**src/rtl/z16_prog_loader.sv**
```systemverilog
// Z16 program loader: receives a framed little-endian byte stream
// (word count, data words, optional checksum byte) over a valid/ready
// handshake, writes the words into instruction memory and releases the
// Z16 core reset once the whole image has landed.
// Optional feature macro: Z16_LOADER_CSUM_EN (trailing 8-bit checksum byte).
module z16_prog_loader #(
    parameter int ADDR_W    = 16,
    parameter int MAX_WORDS = 256
) (
    input  logic              i_clk,
    input  logic              i_rst_n,
    input  logic              i_rx_valid,
    input  logic [7:0]        i_rx_data,
    output logic              o_rx_ready,
    input  logic              i_restart,
    output logic              o_imem_wen,
    output logic [ADDR_W-1:0] o_imem_addr,
    output logic [15:0]       o_imem_wdata,
    output logic              o_cpu_rst,
    output logic              o_done,
    output logic              o_err
);

    localparam logic [15:0] MAX_N = 16'(MAX_WORDS);

    typedef enum logic [2:0] {
        S_IDLE,
        S_LEN_LO,
        S_LEN_HI,
        S_DATA_LO,
        S_DATA_HI,
`ifdef Z16_LOADER_CSUM_EN
        S_CSUM,
`endif
        S_DONE,
        S_ERR
    } state_t;

    state_t              state_q, state_d;
    logic [7:0]          len_lo_q, len_lo_d;
    logic [15:0]         len_q, len_d;
    logic [7:0]          lo_byte_q, lo_byte_d;
    logic [15:0]         cnt_q, cnt_d;
    logic                wen_q, wen_d;
    logic [ADDR_W-1:0]   addr_q, addr_d;
    logic [15:0]         wdata_q, wdata_d;
    logic                cpu_rst_q, cpu_rst_d;
    logic                done_q, done_d;
    logic                err_q, err_d;
`ifdef Z16_LOADER_CSUM_EN
    logic [7:0]          csum_q, csum_d;
`endif
    logic                accept;
    logic [15:0]         len_rx;

    // Byte-ready decode: only the states that consume a stream byte are ready.
    always_comb begin
        o_rx_ready = 1'b0;
        case (state_q)
            S_LEN_LO, S_LEN_HI, S_DATA_LO, S_DATA_HI: o_rx_ready = 1'b1;
`ifdef Z16_LOADER_CSUM_EN
            S_CSUM:                                   o_rx_ready = 1'b1;
`endif
            default:                                  o_rx_ready = 1'b0;
        endcase
    end

    assign accept = i_rx_valid && o_rx_ready;
    assign len_rx = {i_rx_data, len_lo_q};

    // Next-state and registered-output computation for the frame parser.
    always_comb begin
        state_d   = state_q;
        len_lo_d  = len_lo_q;
        len_d     = len_q;
        lo_byte_d = lo_byte_q;
        cnt_d     = cnt_q;
        wen_d     = 1'b0;
        addr_d    = addr_q;
        wdata_d   = wdata_q;
`ifdef Z16_LOADER_CSUM_EN
        csum_d    = csum_q;
`endif
        case (state_q)
            S_IDLE: state_d = S_LEN_LO;
            S_LEN_LO: begin
                if (accept) begin
                    len_lo_d = i_rx_data;
                    state_d  = S_LEN_HI;
                end
            end
            S_LEN_HI: begin
                if (accept) begin
                    len_d = len_rx;
                    if (len_rx > MAX_N) begin
                        state_d = S_ERR;
                    end else if (len_rx == 16'd0) begin
`ifdef Z16_LOADER_CSUM_EN
                        state_d = S_CSUM;
`else
                        state_d = S_DONE;
`endif
                    end else begin
                        state_d = S_DATA_LO;
                    end
                end
            end
            S_DATA_LO: begin
                if (accept) begin
                    lo_byte_d = i_rx_data;
`ifdef Z16_LOADER_CSUM_EN
                    csum_d    = csum_q + i_rx_data;
`endif
                    state_d   = S_DATA_HI;
                end
            end
            S_DATA_HI: begin
                if (accept) begin
                    // Word complete: issue the write one cycle later at byte address 2*k.
                    wen_d   = 1'b1;
                    wdata_d = {i_rx_data, lo_byte_q};
                    addr_d  = ADDR_W'({cnt_q, 1'b0});
                    cnt_d   = cnt_q + 16'd1;
`ifdef Z16_LOADER_CSUM_EN
                    csum_d  = csum_q + i_rx_data;
`endif
                    if (cnt_q == len_q - 16'd1) begin
`ifdef Z16_LOADER_CSUM_EN
                        state_d = S_CSUM;
`else
                        state_d = S_DONE;
`endif
                    end else begin
                        state_d = S_DATA_LO;
                    end
                end
            end
`ifdef Z16_LOADER_CSUM_EN
            S_CSUM: begin
                if (accept) begin
                    state_d = (i_rx_data == csum_q) ? S_DONE : S_ERR;
                end
            end
`endif
            S_DONE, S_ERR: begin
                if (i_restart) begin
                    state_d = S_LEN_LO;
                    cnt_d   = 16'd0;
`ifdef Z16_LOADER_CSUM_EN
                    csum_d  = 8'd0;
`endif
                end
            end
            default: state_d = S_IDLE;
        endcase
    end

    // Status flags follow the next state so they change on the same edge as the state.
    always_comb begin
        cpu_rst_d = (state_d != S_DONE);
        done_d    = (state_d == S_DONE);
        err_d     = (state_d == S_ERR);
    end

    // State and output registers; async reset aborts any partial frame.
    always_ff @(posedge i_clk or negedge i_rst_n) begin
        if (!i_rst_n) begin
            state_q   <= S_IDLE;
            len_lo_q  <= 8'd0;
            len_q     <= 16'd0;
            lo_byte_q <= 8'd0;
            cnt_q     <= 16'd0;
            wen_q     <= 1'b0;
            addr_q    <= '0;
            wdata_q   <= 16'd0;
            cpu_rst_q <= 1'b1;
            done_q    <= 1'b0;
            err_q     <= 1'b0;
`ifdef Z16_LOADER_CSUM_EN
            csum_q    <= 8'd0;
`endif
        end else begin
            state_q   <= state_d;
            len_lo_q  <= len_lo_d;
            len_q     <= len_d;
            lo_byte_q <= lo_byte_d;
            cnt_q     <= cnt_d;
            wen_q     <= wen_d;
            addr_q    <= addr_d;
            wdata_q   <= wdata_d;
            cpu_rst_q <= cpu_rst_d;
            done_q    <= done_d;
            err_q     <= err_d;
`ifdef Z16_LOADER_CSUM_EN
            csum_q    <= csum_d;
`endif
        end
    end

    assign o_imem_wen   = wen_q;
    assign o_imem_addr  = addr_q;
    assign o_imem_wdata = wdata_q;
    assign o_cpu_rst    = cpu_rst_q;
    assign o_done       = done_q;
    assign o_err        = err_q;

endmodule

```
**config.mk**
```make
export PLATFORM = sky130hd
export DESIGN_NAME = z16_prog_loader
export DESIGN_NICKNAME = d
export VERILOG_FILES = /design/src/rtl/z16_prog_loader.sv
export SDC_FILE = /design/constraint.sdc
export NUM_CORES = 1
export LEC_CHECK = 0
export CORE_UTILIZATION = 40
export DETAILED_ROUTE_END_ITERATION = 8
export SYNTH_ARGS = -nofsm -noshare
export SYNTH_HDL_FRONTEND = slang
export SYNTH_SLANG_ARGS = --single-unit
```
**constraint.sdc**
```tcl
create_clock -name i_clk -period 5 [get_ports i_clk]
set_input_delay 0.5 -clock i_clk [delete_from_list [all_inputs] [get_ports i_clk]]
set_output_delay 0.5 -clock i_clk [all_outputs]
set_load 0.02 [all_outputs]
```
==> results of run 1 <==
-- sequential cells by signal, indices dropped and copies added, names as in the netlist --
| register | flops |
|---|---|
| len_q | 16 |
| o_imem_wdata | 16 |
| o_err | 1 |
| o_imem_wen | 1 |
| len_lo_q | 8 |
| o_cpu_rst | 1 |
| lo_byte_q | 8 |
| o_imem_addr | 15 |
| cnt_q | 16 |
| o_done | 1 |
| state_q | 3 |
-- Yosys cell counts (all sizes together), types with 6 or more instances --
cell	instances
dfrtp	85
mux2	61
nor2	28
xor2	18
xnor2	15
clkbuf	12
nand2	12
nand3	12
o21ai	10
a21oi	7
buf	6
inv	6
nand4	6
nor4	6
or4	6
-- per-layer routing --
metal	vias up	share of wire (%)	track usage [%]	wire length (µm)
met5	-	0	0	0
li1	1333	-	-	-
met4	0	1.6	6.934	132
met1	1378	52	25.38	4296
met3	10	2.1	2.712	172
met2	44	45	26.10	3725
-- stage by stage --
stage          instance area (µm²)  worst slack [ns]
6_report                      4887             2.224
5_1_grt                       4887             2.062
4_1_cts                       4887             2.238
3_5_place_dp                  4661             2.082
3_3_place_gp                  4661             2.093
2_1_floorplan                 4091             2.433
-- area by class of cell --
cell class	instances	area share, %
Sequential cell	86	44.06
Multi-Input combinational cell	237	37.10
Timing Repair Buffer	52	10.34
Tap cell	133	3.405
Clock buffer	9	2.535
Clock inverter	7	2.099
Inverter	6	0.4608
-- power breakdown --
part           leakage [nW]  switching (mW)  internal, mW  total (mW)
combinational         0.881           0.499         0.552        1.05
clock                 0.116           0.264         0.288       0.553
sequential             1.10           0.248         0.934        1.18
total                  2.10            1.01          1.77        2.79
-- worst min-delay path by stage --
stage,startpoint,cells after the start,to
2_1_floorplan,i_rst_n,0,cnt_q[0]
3_3_place_gp,i_rst_n,1,o_imem_addr[5]
3_5_place_dp,i_rst_n,1,o_imem_addr[5]
4_1_cts,i_rst_n,1,o_imem_wdata[11]
5_1_grt,i_rst_n,1,o_imem_addr[8]
6_report,i_rst_n,1,o_imem_addr[10]
-- layout by cell type (no fill, tap or decap), types with 2 or more instances in the layout --
cell type	instances
a2111o_1	2
a21oi_1	7
a31oi_1	3
and2_1	3
and3_1	4
buf_4	6
bufinv_16	2
clkbuf_8	9
clkdlybuf4s50_1	46
dfrtp_1	85
ha_1	2
inv_1	6
inv_6	2
mux2_2	61
nand2_1	12
nand2b_1	3
nand3_1	12
nand4_1	6
nor2_1	28
nor2b_1	4
nor3_1	5
nor3b_1	2
nor4_1	6
o211ai_1	2
o21ai_0	10
or3_1	4
or4_1	5
xnor2_1	15
xor2_1	18
-- critical path: cells and delay by family, from the launching register on --
family	cells	cell delay [ns]
flops	1	0.43
simple gates	3	0.74
buf+inv	1	0.09
fa+ha+maj	1	0.28
compound gates	3	1.16
-- logic make-up after synthesis --
group / count (synthesis) / share of synthesized area [%]
other cells: 1 / 0.09166
flops: 86 / 52.63
simple gates: 101 / 13.21
fa+ha+maj: 2 / 0.6115
compound gates: 39 / 6.545
buf+inv: 24 / 3.058
xor+xnor: 33 / 7.064
mux: 61 / 16.79
==> metrics.cfg, run 1 <==
[sta]
period_share_pct = 55.51
max_freq_ghz = 0.3603
finalMaxSlewViolations = 0
fin_crit_ns = 2.776
tightest_slew_ns = 0.9267
slew_headroom_pct = 37.65
setup_tns_ns = 0
holdWs_ns = 0.03962
worst_clock_skew_ns = 0.007910
setup_viol = 0
rsz0062_at_grt = no
finalHoldViolations = 0

[finish]
n_antenna_cell = 0
fin_cells = 530
multi_input_area_um2 = 1813
fillCellCount = 891
drive_gt1_share_pct = 22.17
final_util_pct = 49.54
area_growth_pct = 19.45
ff_latch_area_um2 = 2153
nNetsFinal = 406

[placement]
io_buffers = 47
hpwlAfterDp_mm = 5.895
gp_congestion = 0.8144
placedCellCount = 514

[clock_network]
cts_buffer_depth = 2
cts_hold_buf = 0
cts-resized-gates = 0
cts_tree = done
cts_max_level = 3
clkTransAtPathRegs_ns = 0.09
clock_sinks = 86
cts_inserted_buffers = 9
root_buffer = clkbuf_8
cts_post_setup_buffers_inserted = 0
clock_latency_ns = 0.36

[die]
io_pins = 49
coreArea_um2 = 9864
fp.dieW_um = 103.1
dieArea_um2 = 10640
die_h_um = 103.1
rows = 36
start_util_pct = 41.48

[worst_setup_path]
cp.arrival_ns = 3.07
crit_path_max_incr_delay_ns = 0.44
path_cells = inv_1, ha_1, nor3b_1, nand3_1, a2111o_1, a2111o_1, o31a_1, nand2b_1
startpoint = len_q[0]
slowest_stage = a2111o_1
critPathKind = reg -> reg
r2r_cells = 8
reg2reg_slack_ns = 2.22
r2r_start = len_q[0]
crit_required_ns = 5.29
r2r_end = o_cpu_rst
cp-endpoint = o_cpu_rst
start_kind = flip-flop
path_common_cell = a2111o_1
worstPathMaxFanout = 6
endpoint_kind = flip-flop

[yosys]
synth.top_cell.area_share_pct = 51.99
synth_area_per_cell_um2 = 11.79
synth_top_area_cell = dfrtp_1
yosysSeqAreaShare_pct = 52.63
synthCells = 347
synth_fp_nets = 361
synth_edf_count = 0
syn_area_um2 = 4091
ys.flop_type = dfrtp_1
async_flop_share_pct = 100.0
ys_ff_latch = 86
yosysWarnings = 0
ys_top_cells_by_area = dfrtp_1, mux2_2, xor2_1, xnor2_1, nor2_1
synthDistinctLibCells = 53

[power]
power.total_mw = 2.786
power.density_nw_per_um2 = 570.0
p_leak_nw = 2.098
irDropWorstVdd_uv = 253.0

[routing]
drt_iter0_drc = 99
drc = 0
final_antenna_net_count = 0
vias = 2765
vias_per_cell = 5.217
routed_wl_mm = 8.326
wire_per_inst_um = 15.71
drtPass1Iterations = 4

[global_routing]
grt_overflow = 0
track_usage_pct = 17.46
antenna_found_initial = 0
grt_start_max_net_pins = 62
grt_pass1_wl_mm = 13.97
grt_pass1_vias = 2732

[flow_run]
cap_violations = 0

[worst_hold_path]
hp-class = in -> async

[run_status]
status = completed

No activity file was read; power rests on OpenSTA's default activity.
==> run 2: changes to the inputs <==
==> constraint.sdc (replaced) <==
create_clock -name i_clk -period 2.55 [get_ports i_clk]
set_input_delay 0.255 -clock i_clk [delete_from_list [all_inputs] [get_ports i_clk]]
set_output_delay 0.255 -clock i_clk [all_outputs]
set_load 0.02 [all_outputs]
==> metrics.cfg, run 2 (synthesis gave the netlist of run 1 again) <==
[placement]
hpwlAfterDp_mm = 6.311
gp_congestion = 0.8610
io_buffers = 47

[sta]
setup_viol = 0
slew_headroom_pct = 60.97
finalHoldViolations = 0
period_share_pct = 99.48
max_freq_ghz = 0.3942
worst_clock_skew_ns = 0.01064
fin_crit_ns = 2.537
finalMaxSlewViolations = 0
tightest_slew_ns = 0.5801
rsz0062_at_grt = yes

[die]
dieArea_um2 = 10640
rows = 36
die_h_um = 103.1
start_util_pct = 41.48
io_pins = 49
coreArea_um2 = 9864
fp.dieW_um = 103.1

[routing]
routed_wl_mm = 8.816
drt_iter0_drc = 113
vias_per_cell = 5.136
drc = 0
final_antenna_net_count = 0
wire_per_inst_um = 15.97
drtPass1Iterations = 5
vias = 2835

[global_routing]
grt_pass1_vias = 2794
grt_start_max_net_pins = 51
gr-usage-met2_pct = 27.85
track_usage_pct = 18.32
grt_pass1_wl_mm = 14.48
grt_overflow = 0
busiest_layer = met2
grt_use_met1_pct = 25.65
use_met3_pct = 4.000
antenna_found_initial = 0

[worst_hold_path]
hp-class = in -> async

[power]
p_int_mw = 3.454
p_sw_mw = 1.995
clkPwrFrac_pct = 15.6
power_frac_comb_pct = 43.2
p_leak_nw = 2.192
power.density_nw_per_um2 = 1084
swShare_pct = 36.62
irDropWorstVdd_uv = 458.0
power.total_mw = 5.449
p_seq_share_pct = 41.2

[flow_run]
cap_violations = 0

[worst_setup_path]
crit_required_ns = 2.83
critPathKind = reg -> reg
endpoint_kind = flip-flop
reg2reg_slack_ns = 0.01
r2r_start = len_q[12]
worstPathMaxFanout = 3
r2r_cells = 6
cp.arrival_ns = 2.82
start_kind = flip-flop
r2r_end = o_cpu_rst

[finish]
area_growth_pct = 22.84
nNetsFinal = 428
final_util_pct = 50.95
final_common_cell = dfrtp_1
n_antenna_cell = 0
drive_gt1_share_pct = 26.25
final_cell_mix = dfrtp_1, mux2_2, clkdlybuf4s50_1, nor2_1, buf_4

[clock_network]
clock_sinks = 86
cts_max_level = 3
clkTransAtPathRegs_ns = 0.09
root_buffer = clkbuf_8
cts_inserted_buffers = 9
clock_latency_ns = 0.36
cts_buffer_depth = 2
cts_tree = done

[run_status]
status = completed

==> run 2: cell types whose count changed in the layout (fill, tap and decap cells not counted), moves of 2 or more <==
cell       previous run  this run
inv_6                 2         0
clkinv_2              1         3
clkbuf_1              0         2
bufinv_16             2         0
buf_4                 6        26
==> run 2: cell type report <==
| class | count | area, µm² |
|---|---|---|
| Inverter | 6 | 22.52 |
| Tap cell | 133 | 166.4 |
| Sequential cell | 86 | 2153 |
| Clock buffer | 12 | 145.1 |
| Fill cell | 886 | 4838 |
| Multi-Input combinational cell | 237 | 1831 |
| Timing Repair Buffer | 74 | 685.7 |
| Clock inverter | 4 | 22.52 |
==> run 2: worst max-delay path, cell delays in order, from the launching register on <==
cell      delay [ns]
dfrtp_1         0.39
or4_4           0.53
or3_1           0.32
a2111o_1        0.40
a2111o_1        0.39
o31a_1          0.29
nand2b_4        0.15
==> run 2: through the flow <==
step	hold WS [ns]	setup WS (ns)	std cells	setup TNS [ns]	cell area, µm²
global route	0.4191	-0.04872	552	-0.07253	5026
finish	0.3887	0.01322	552	0	5026
global placement	0.2486	-0.01362	534	-0.01362	4823
detailed placement	0.2501	-0.04404	534	-0.04404	4823
CTS	0.3831	-0.01329	552	-0.01329	5022
floorplan	-0.04059	0.02628	347	0	4091
==> run 2: worst max-delay path by stage <==
stage | from | cells after the start | to | slack, ns
after CTS | len_q[12] | 6 | o_cpu_rst | -0.01
after global placement | len_q[12] | 6 | o_cpu_rst | -0.01
after global routing | len_q[12] | 6 | o_cpu_rst | -0.05
after detailed placement | len_q[12] | 6 | o_cpu_rst | -0.04
final | len_q[12] | 6 | o_cpu_rst | 0.01
after floorplan | len_q[10] | 6 | o_cpu_rst | 0.03
==> run 2: timing repair <==
action / 4_1_cts / 5_1_grt
hold buffers: 1 / 0
gates resized for setup: 3 / 1
pin swaps: 3 / 1
buffers inserted: 1 / 0
endpoints found under the setup margin: 2 / 2
endpoints found under the hold margin: 35 / 0
==> run 2: metal layers <==
| metal | wire [µm] | share of wire [%] |
|---|---|---|
| met3 | 324 | 3.7 |
| met2 | 4050 | 46 |
| met1 | 4303 | 49 |
| met5 | 0 | 0 |
| met4 | 138 | 1.6 |
==> run 2: power groups by stage <==
stage	Combinational [mW]	Sequential, mW	Clock (mW)
after CTS	2.37	2.25	0.881
after floorplan	1.39	2.31	0
after global placement	2.29	2.25	0
after detailed placement	2.31	2.27	0
final	2.35	2.25	0.849
after global routing	2.57	2.32	0.928
==> run 3: changes to the inputs <==
--- a/config.mk
+++ b/config.mk
@@ -7,6 +7,7 @@
 export LEC_CHECK = 0
 export CORE_UTILIZATION = 40
 export DETAILED_ROUTE_END_ITERATION = 8
+export SKIP_LAST_GASP = 1
 export SYNTH_ARGS = -nofsm -noshare
 export SYNTH_HDL_FRONTEND = slang
 export SYNTH_SLANG_ARGS = --single-unit
==> metrics.cfg, run 3 (synthesis gave the netlist of run 1 again) <==
[run_status]
status = completed

[power]
p_sw_mw = 1.987
power.total_mw = 5.432
clkPwrFrac_pct = 15.7
p_seq_share_pct = 41.4
p_leak_nw = 2.183
swShare_pct = 36.58
power.density_nw_per_um2 = 1082
power_frac_comb_pct = 43.0
irDropWorstVdd_uv = 457.9
p_int_mw = 3.445

[sta]
tightest_slew_ns = 0.5801
setup_viol = 0
rsz0062_at_grt = yes
fin_crit_ns = 2.529
period_share_pct = 99.16
worst_clock_skew_ns = 0.01037
slew_headroom_pct = 60.97
finalMaxSlewViolations = 0
finalHoldViolations = 0
max_freq_ghz = 0.3955

[placement]
io_buffers = 47
place_area_um2 = 4823
placedCellCount = 534
hpwlAfterDp_mm = 6.311
gp_congestion = 0.8610

[worst_setup_path]
path_common_cell = a2111o_1
r2r_cells = 6
crit_family = compound AO/OA/AOI/OAI gates
cp.arrival_ns = 2.81
slowest_stage = or4_4
worstPathMaxFanout = 3
critPathBufInv = 0
crit_required_ns = 2.83
endpoint_kind = flip-flop
crit_path_max_incr_delay_ns = 0.53
critPathKind = reg -> reg
path_depth = 6
path_cells = or4_4, or3_1, a2111o_1, a2111o_1, o31a_1, nand2b_1
start_kind = flip-flop

[finish]
nNetsFinal = 428
final_common_cell = dfrtp_1
drive_gt1_share_pct = 26.01
fillCellCount = 886
multi_input_area_um2 = 1823
final_util_pct = 50.88
final_cell_mix = dfrtp_1, mux2_2, clkdlybuf4s50_1, nor2_1, buf_4
ff_latch_area_um2 = 2153
area_growth_pct = 22.66
fin_cells = 552
n_antenna_cell = 0
stdcell_area_um2 = 5019

[routing]
wire_per_inst_um = 15.96
drtPass1Iterations = 5
final_antenna_net_count = 0
drt_iter0_drc = 101
wl_met2_mm = 4.058
routed_wl_mm = 8.811
routed-wl-met3_um = 301
met1_length_mm = 4.312
top_layer = met4
vias = 2843
vias_per_cell = 5.150
drc = 0

[clock_network]
cts_inserted_buffers = 9
cts_max_level = 3
clock_sinks = 86
cts_buffer_depth = 2
root_buffer = clkbuf_8
clock_latency_ns = 0.36
cts_tree = done
clkTransAtPathRegs_ns = 0.09

[flow_run]
cap_violations = 0

[die]
io_pins = 49
die_h_um = 103.1
dieArea_um2 = 10640
rows = 36
coreArea_um2 = 9864
start_util_pct = 41.48
fp.dieW_um = 103.1

[global_routing]
grt_start_max_net_pins = 51
track_usage_pct = 18.28
grt_pass1_wl_mm = 14.43
grt_overflow = 0
grt_pass1_vias = 2780
antenna_found_initial = 0

[worst_hold_path]
hp-class = in -> async

-- run 3: cell counts in the layout (fill, tap and decap cells not counted) --
Identical to the previous run, type by type.
-- run 3: power by group through the flow --
| stage | clock network [mW] | registers [mW] | logic (mW) |
|---|---|---|---|
| 4_1_cts | 0.881 | 2.25 | 2.35 |
| 5_1_grt | 0.928 | 2.32 | 2.55 |
| 2_1_floorplan | 0 | 2.31 | 1.39 |
| 3_5_place_dp | 0 | 2.27 | 2.31 |
| 6_report | 0.852 | 2.25 | 2.33 |
| 3_3_place_gp | 0 | 2.25 | 2.29 |
-- run 3: worst reg2reg max path, stage by stage, from the launching register on --
cell and delay (ns):
dfrtp_1 0.39, or4_4 0.53, or3_1 0.32, a2111o_1 0.40, a2111o_1 0.39, o31a_1 0.28
nand2b_1 0.15
-- run 3: cell type report --
class,instances,area share (%)
tap,133,3.316
sequential,86,42.91
clock buffer,12,2.892
inverter,6,0.4488
clock inverter,4,0.4488
timing repair buffer,74,13.66
multi-input combinational,237,36.33
-- run 3: path summary, 6_finish.rpt --
kind                                   end    startpoint  slack, ns
max                              o_cpu_rst     len_q[12]       0.02
min                              len_q[15]       i_rst_n       0.39
max reg2reg                      o_cpu_rst     len_q[12]       0.02
min reg2reg                o_imem_wdata[1]  lo_byte_q[1]       0.51
max in group asynchronous         len_q[1]       i_rst_n       1.53
min in group i_clk         o_imem_wdata[1]  lo_byte_q[1]       0.51
-- run 3: through the flow --
step	hold WS, ns	TNS [ns]	setup WS (ns)
after CTS	0.3831	-0.01980	-0.01980
final	0.3893	0	0.02133
after global routing	0.4191	-0.05493	-0.04339
after floorplan	-0.04059	0	0.02628
after detailed placement	0.2501	-0.04404	-0.04404
after global placement	0.2486	-0.01362	-0.01362
-- run 3: routing by layer --
| metal | global-route usage, % | vias to the layer above |
|---|---|---|
| met2 | 27.69 | 62 |
| met5 | 0 | - |
| met3 | 4.000 | 8 |
| li1 | - | 1373 |
| met1 | 25.65 | 1400 |
| met4 | 6.934 | 0 |
-- run 3: repair_timing --
item / CTS / global route
hold endpoints to repair: 35 / 0
gates resized for setup: 2 / 1
hold buffers: 1 / 0
setup endpoints to repair: 2 / 2
pin swaps: 3 / 1
buffers inserted: 1 / 0
